==> src/rtl/inst_align_queue.sv <==
// Halfword-granular instruction buffer between ifetch and decoder: splits fetch words
// into 16-bit (RVC) and 32-bit instructions, including ones that straddle two words.
module inst_align_queue #(
   parameter int DEPTH_BIT = 3,
   parameter bit C_EXT     = 1'b1
) (
   input  logic        clk_in,
   input  logic        rst_in,
   input  logic        rdy_in,
   input  logic        fetch_valid,
   input  logic [31:0] fetch_pc,
   input  logic [31:0] fetch_data,
   output logic        fetch_ready,
   output logic        out_valid,
   output logic [31:0] out_pc,
   output logic [31:0] out_inst,
   output logic        out_is_c,
   input  logic        out_ready,
   input  logic        redirect,
   input  logic        flush
);

   localparam int SIZE = 1 << DEPTH_BIT;
   localparam logic [DEPTH_BIT:0]   CNT_ONE   = (DEPTH_BIT+1)'(1);
   localparam logic [DEPTH_BIT:0]   CNT_TWO   = (DEPTH_BIT+1)'(2);
   localparam logic [DEPTH_BIT:0]   READY_MAX = (DEPTH_BIT+1)'(SIZE - 2);
   localparam logic [DEPTH_BIT-1:0] PTR_ONE   = DEPTH_BIT'(1);
   localparam logic [DEPTH_BIT-1:0] PTR_TWO   = DEPTH_BIT'(2);

   logic [15:0]          mem [SIZE];
   logic [DEPTH_BIT-1:0] head, tail;
   logic [DEPTH_BIT:0]   count;
   logic [31:0]          head_pc;

   logic [15:0]          hw0, hw1;
   logic                 empty, pc_match, push, push_half, pop, clear;
   logic [DEPTH_BIT:0]   push_amt, pop_amt;
   logic [31:0]          expect_pc;

   // Masking with count keeps stale array contents off the outputs.
   assign empty     = (count == '0);
   assign hw0       = empty ? 16'h0 : mem[head];
   assign hw1       = (count >= CNT_TWO) ? mem[head + PTR_ONE] : 16'h0;
   assign out_is_c  = C_EXT && !empty && (hw0[1:0] != 2'b11);
   assign out_valid = out_is_c || (count >= CNT_TWO);
   assign out_inst  = out_is_c ? {16'h0, hw0} : {hw1, hw0};
   assign out_pc    = head_pc;
   assign fetch_ready = (count <= READY_MAX);

   assign expect_pc = head_pc + {{(30-DEPTH_BIT){1'b0}}, count, 1'b0};

   // NOTE: every signal written in always_comb gets a default first, so no latch is inferred.
   always_comb begin
      pc_match  = 1'b0;
      push_half = 1'b0;
      if (empty) begin
         pc_match  = C_EXT || !fetch_pc[1];
         push_half = C_EXT && fetch_pc[1];
      end else begin
         pc_match  = (fetch_pc == expect_pc) && (C_EXT || !fetch_pc[1]);
      end
   end

   assign push     = rdy_in && fetch_valid && fetch_ready && pc_match;
   assign pop      = rdy_in && out_valid && out_ready;
   assign clear    = rdy_in && (flush || (redirect && pop));
   assign push_amt = !push ? '0 : (push_half ? CNT_ONE : CNT_TWO);
   assign pop_amt  = !pop  ? '0 : (out_is_c  ? CNT_ONE : CNT_TWO);

   // NOTE: non-blocking assignments for all registered state so every reader sees pre-edge values.
   always_ff @(posedge clk_in or posedge rst_in) begin
      if (rst_in) begin
         head    <= '0;
         tail    <= '0;
         count   <= '0;
         head_pc <= '0;
      end else if (clear) begin
         head  <= '0;
         tail  <= '0;
         count <= '0;
      end else begin
         count <= count + push_amt - pop_amt;
         if (push)
            tail <= tail + (push_half ? PTR_ONE : PTR_TWO);
         if (pop) begin
            head    <= head + (out_is_c ? PTR_ONE : PTR_TWO);
            head_pc <= head_pc + (out_is_c ? 32'd2 : 32'd4);
         end else if (push && empty) begin
            head_pc <= fetch_pc;
         end
      end
   end

   // NOTE: the halfword array has no reset; it is only ever read through the count mask.
   always_ff @(posedge clk_in) begin
      if (push && !clear) begin
         if (push_half) begin
            mem[tail] <= fetch_data[31:16];
         end else begin
            mem[tail]           <= fetch_data[15:0];
            mem[tail + PTR_ONE] <= fetch_data[31:16];
         end
      end
   end

endmodule

==> config.mk <==
export PLATFORM = sky130hd
export DESIGN_NAME = inst_align_queue
export DESIGN_NICKNAME = d
export VERILOG_FILES = /design/src/rtl/inst_align_queue.sv
export SDC_FILE = /design/constraint.sdc
export NUM_CORES = 1
export LEC_CHECK = 0
export ABC_CLOCK_PERIOD_IN_PS = 4700
export CAP_MARGIN = 0
export CORE_MARGIN = 1
export CORE_UTILIZATION = 43
export DETAILED_ROUTE_END_ITERATION = 12
export PLACE_DENSITY = 0.66
export SETUP_SLACK_MARGIN = 0.4
export SKIP_CTS_REPAIR_TIMING = 1
export SYNTH_ARGS = -nofsm -noshare
export SYNTH_HDL_FRONTEND = slang
export SYNTH_SLANG_ARGS = --single-unit
==> constraint.sdc <==
create_clock -name clk_in -period 4.7 [get_ports clk_in]
set_input_delay 0.705 -clock clk_in [delete_from_list [all_inputs] [get_ports clk_in]]
set_output_delay 0.705 -clock clk_in [all_outputs]
set_load 0.01 [all_outputs]
======== Word level (Yosys, flattened, before mapping) ========
Memory sizes are Yosys's and may differ from the RTL's.
Cells that the tools add are included.
cells by class
  add/sub/neg operators ................... 8
  shift-type cells ........................ 0
  div/mod/pow operators ................... 0
  multiplexer cells ....................... 26
  magnitude comparators ................... 2
  $mul .................................... 0
  eq/ne operators ......................... 2
  reductions and logical operators ........ 19
  bitwise gates (word level) .............. 2
operators by type and width
  operator                                                                number
  32-bit two-way mux                                                      3
  16-bit two-way mux                                                      3
  32-bit by 3-bit adder with 32-bit output                                1
  32-bit by 5-bit adder with 32-bit output                                1
  32-bit equality test                                                    1
  3-bit two-way mux                                                       5
  2-bit two-way mux                                                       6
  1-bit logical AND                                                       10
  1-bit two-way mux                                                       8
  3-bit by 1-bit adder with 3-bit output (second input constant)          2
  3-bit by 2-bit adder with 3-bit output                                  2
  2-bit nonzero test                                                      3
  4-bit by 2-bit adder with 4-bit output                                  1
  4-bit by 2-bit >= comparator with 1-bit output (second input constant)  1
  4-bit by 3-bit <= comparator with 1-bit output (second input constant)  1
  4-bit logical NOT                                                       1
  4-bit two-way mux                                                       1
  4-bit by 2-bit subtractor with 4-bit output                             1
  1-bit logical NOT                                                       2
  1-bit logical OR                                                        2
  2-bit inequality test (second input constant)                           1
  2-bit AND reduction                                                     1
  1-bit NOT                                                               1
  1-bit bitwise OR                                                        1
storage, ports and cells
  memories ................................ 1
  logic and storage cells ................. 64
  RAM bits ................................ 128
  register bits ........................... 42
  ROM bits ................................ 0
  latch bits .............................. 0
  output and inout port bits .............. 67
  input bits .............................. 71
memories
  name  depth  bits a word  rd ports  clocked after memory_dff  wr ports  line  text
  mem   8      16           2         0                         2         30    logic [15:0] mem [SIZE];

======== Depth between registers and ports, before layout ========
  word-level depth ........................ 15
  depth in mapped cells ................... 17

======== Worst setup path before layout ========
No wires, ideal clock.
  path kind ............................... register to register
  from .................................... register head_pc[1] (netlist: out_pc[1])
  to ...................................... register count[3]
  arrival time ............................ 4.235 ns
  library setup time ...................... 0.132 ns
  slack ................................... 0.333 ns
  cell stages (with the launch flop) ...... 18
  buffers on the path ..................... 0
  required time ........................... 4.568 ns
  clock period less this slack ............ 4.367 ns
  path through ............................ dfrtp_1 > ha_1 > fa_1 > a211o_1 > o21ai_1 > and3_1 > o21ai_0 > a2111o_1 > a2111oi_4 > a31o_2 > nand2_1 > fa_1 > inv_1 > ha_1 > a21o_1 > a21oi_1 > xnor2_1 > nor2_1
between the ends
  cells in the longest elaborated chain, start to end .. 8
ends and longest elaborated chain
  item                                         line  text
  from (decl)                                  33    logic [31:0] head_pc;
  from (signal assigned)                       87    head_pc <= head_pc + (out_is_c ? 32'd2 : 32'd4);
  from (signal assigned)                       89    head_pc <= fetch_pc;
  32-bit by 5-bit adder with 32-bit output     50    assign expect_pc = head_pc + {{(30-DEPTH_BIT){1'b0}}, count, 1'b0};
  32-bit equality test                         60    pc_match = (fetch_pc == expect_pc) && (C_EXT || !fetch_pc[1]);
  1-bit two-way mux                            56    if (empty) begin
  1-bit logical AND                            64    assign push = rdy_in && fetch_valid && fetch_ready && pc_match;
  2-bit two-way mux                            67    assign push_amt = !push ? '0 : (push_half ? CNT_ONE : CNT_TWO);
  4-bit by 2-bit adder with 4-bit output       82    count <= count + push_amt - pop_amt;
  4-bit by 2-bit subtractor with 4-bit output  82
  4-bit two-way mux                            77    end else if (clear) begin
  to (signal assigned)                         82
  to (decl)                                    32    logic [DEPTH_BIT:0] count;
No other way between the ends.
A chain may end at the register's enable or synchronous reset.

======== Worst setup path in the final report ========
  from .................................... register count[0]
  to ...................................... register count[3]
between the ends
  cells in the longest elaborated chain, start to end .. 11
ends and longest elaborated chain
  item                                                                               line
  branches (longest 10 deep; another with 32-bit by 5-bit adder with 32-bit output)  n/a
  4-bit two-way mux *                                                                77
Every way passes the cells marked *.

==> qor.csv <==
metric;value;unit
dr_total_vias;9051;
tightest_slew;1150;ps
ant_nets;0;
finalHoldViolations;0;
grt_antenna_before_repair;0;
gp_congestion;0.911;
reg2reg_from;count[0];
status;finished clean;
io_pins;138;
synthCells;1004;
fin_tns_setup;0;ps
critPathSlowestCell;fa_1;
slew_violations;0;
synth_nets;1097;
crit_type;reg2reg;
synth_area_leader_cell;edfxtp_1;
crit_end;count[3];
rsz0062_at_grt;true;
initial_utilization;43.8;%
path_clk_slew;80;ps
p_leak;5.09;nW
grt_pass1_wl;50900;um
dpl.hpwl;21900;um
synth.cell_area;0.0118;mm2
cts_sinks;170;
cap_violations;0;
die-height;167;um
ys.flop_type;edfxtp_1;
place_inst;1452;
grt_pass1_vias;8798;
clkLatencyLatePin;450;ps
drt_drc_violations_left;0;
die_x;167;um
hold_path_class;reg2reg;
cp-end-kind;flop;
ys_seq_elements;170;
clk_path_buf_depth;2;
setup_viol;0;
place_ws;213;ps
cts_tree;built;
timing.critical_path.from;count[0];
whs;558;ps
synth_area_leaders;edfxtp_1, mux4_2, dfrtp_1;
wl;33300;um
htreeDepth;4;
period_minus_slack;4260;ps
dr.first_iter.drc_count;848;
peakVddDrop;274;uV
synth_most_common_cell;edfxtp_1;
drive_above_1_share;24.1;%
vias_per_cell;6.05;
routedWlPerCell;22.3;um
track_usage;23.9;%
coreArea;0.0269;mm2
cp.arrival;4600;ps
slew_headroom;23.5;%
skew;24.2;ps
crit_chain;ha_1 > fa_2 > a211o_1 > o21ai_4 > buf_4 > nor4_2 > xnor2_1 > o2111ai_2 > a2111oi_4 > a31o_4 > nand2_1 > fa_1 > inv_1 > ha_1 > a21o_1 > a21oi_2 > xnor2_1 > nor2_1;
ys_top_cells_by_count;edfxtp_1, nand2_1, nor2_1;
layout.cells.non_filler;1497;
fmax;0.235;GHz
ys_warn_count;0;
cts_root_buf;clkbuf_16;
fin_nets;1236;
setup_ws;441;ps
synth_top_cell_area_share;32.7;%
fin_crit_sh;90.6;%
r2r_slack;440;ps
area_growth;22.6;%
seq_area_frac_synth;41.6;%
portBuffers;137;
cts-buffers-inserted;17;
r2r-end;count[3];
gr-total-overflow;0;
syn_avg_cell_area;11.7;um2
power_density;579;mW/mm2
r2r_cells;18;
cp.required;5040;ps
antenna_cells;0;
grt_max_degree;51;
die_area;0.0280;mm2
async_reset_ff_share;24.7;%
first_pass_iters;5;
start_kind;flop;
cpPeakStageDelay;480;ps
cp_max_fo;8;
row_count;60;
synth_edf_count;128;
synth_cell_types;65;
==> cells by family after synthesis <==
group / count (synthesis) / synth area share [%]
buffers and inverters: 102 / 3.99
xor gates and xnor gates: 50 / 3.72
DFF: 170 / 41.6
muxes: 212 / 27.5
adders and majority gates: 22 / 2.72
and+or+nand+nor: 278 / 11.6
AOI/OAI and AO/OA: 170 / 8.91
==> stage by stage <==
stage	total power, mW	utilization, %	cell area [um2]
5_1_grt	8.82	53.7	14400
3_5_place_dp	6.68	50.6	13600
4_1_cts	8.21	53.0	14200
3_3_place_gp	6.61	50.6	13600
2_1_floorplan	5.00	-	11800
6_report	8.35	53.7	14400
==> sequential cells by signal (all words and copies together) (netlist names) <==
register / count
count: 4
out_pc: 32
tail: 3
head: 3
mem: 128
==> placed cells by master, fill, tap and decap left out, drive strengths merged, types with 6 or more instances in the layout <==
| cell type | instances |
|---|---|
| buf | 57 |
| edfxtp | 128 |
| xor2 | 19 |
| nand3 | 22 |
| inv | 35 |
| clkinv | 7 |
| o22ai | 10 |
| ha | 16 |
| xnor2 | 31 |
| mux4 | 64 |
| nor2 | 77 |
| mux2 | 130 |
| a21oi | 69 |
| mux2i | 18 |
| nand2 | 81 |
| clkdlybuf4s50 | 137 |
| a31oi | 16 |
| clkbuf | 18 |
| dfrtp | 42 |
| fa | 6 |
| or3 | 10 |
| nor3 | 26 |
| nand4 | 17 |
| and3 | 8 |
| nor4 | 11 |
| o21ai | 34 |
==> layer usage <==
| layer | wire length [um] | global-route usage [%] |
|---|---|---|
| met5 | 0 | 0 |
| met4 | 661 | 7.78 |
| met3 | 2170 | 3.95 |
| met2 | 16700 | 40.6 |
| met1 | 13800 | 31.0 |
==> worst min path at each step <==
stage / from / to / slack, ps / cells past startpoint
2_1_floorplan: out_pc[31] / out_pc[31] / 560 / 2
5_1_grt: out_pc[0] / out_pc[0] / 580 / 1
4_1_cts: out_pc[0] / out_pc[0] / 560 / 1
3_5_place_dp: out_pc[0] / out_pc[0] / 540 / 1
6_report: out_pc[0] / out_pc[0] / 560 / 1
3_3_place_gp: out_pc[31] / out_pc[31] / 540 / 2
==> layout make-up <==
type,instances,area (um2)
clock buffers,17,425
clock inverters,15,219
fillers,2289,12500
inverters,27,101
multi-input cells,732,6500
flip-flops and latches,170,4910
well taps,341,427
repair buffers,195,1850
==> power by group <==
part	leakage (nW)	total [mW]	switching [mW]	internal, mW
registers	1.65	2.21	0.376	1.83
logic	3.13	4.63	2.33	2.30
clock network	0.308	1.51	0.765	0.748
==> worst max-delay path: cells and delay by family, from the launching register on <==
| kind | cells | cell delay [ps] |
|---|---|---|
| compound gates | 7 | 1680 |
| buf+inv | 2 | 230 |
| fa+ha+maj | 4 | 1380 |
| simple gates | 3 | 160 |
| flops | 1 | 400 |
| xor+xnor | 2 | 310 |
Power figures use the tool's default switching activity.
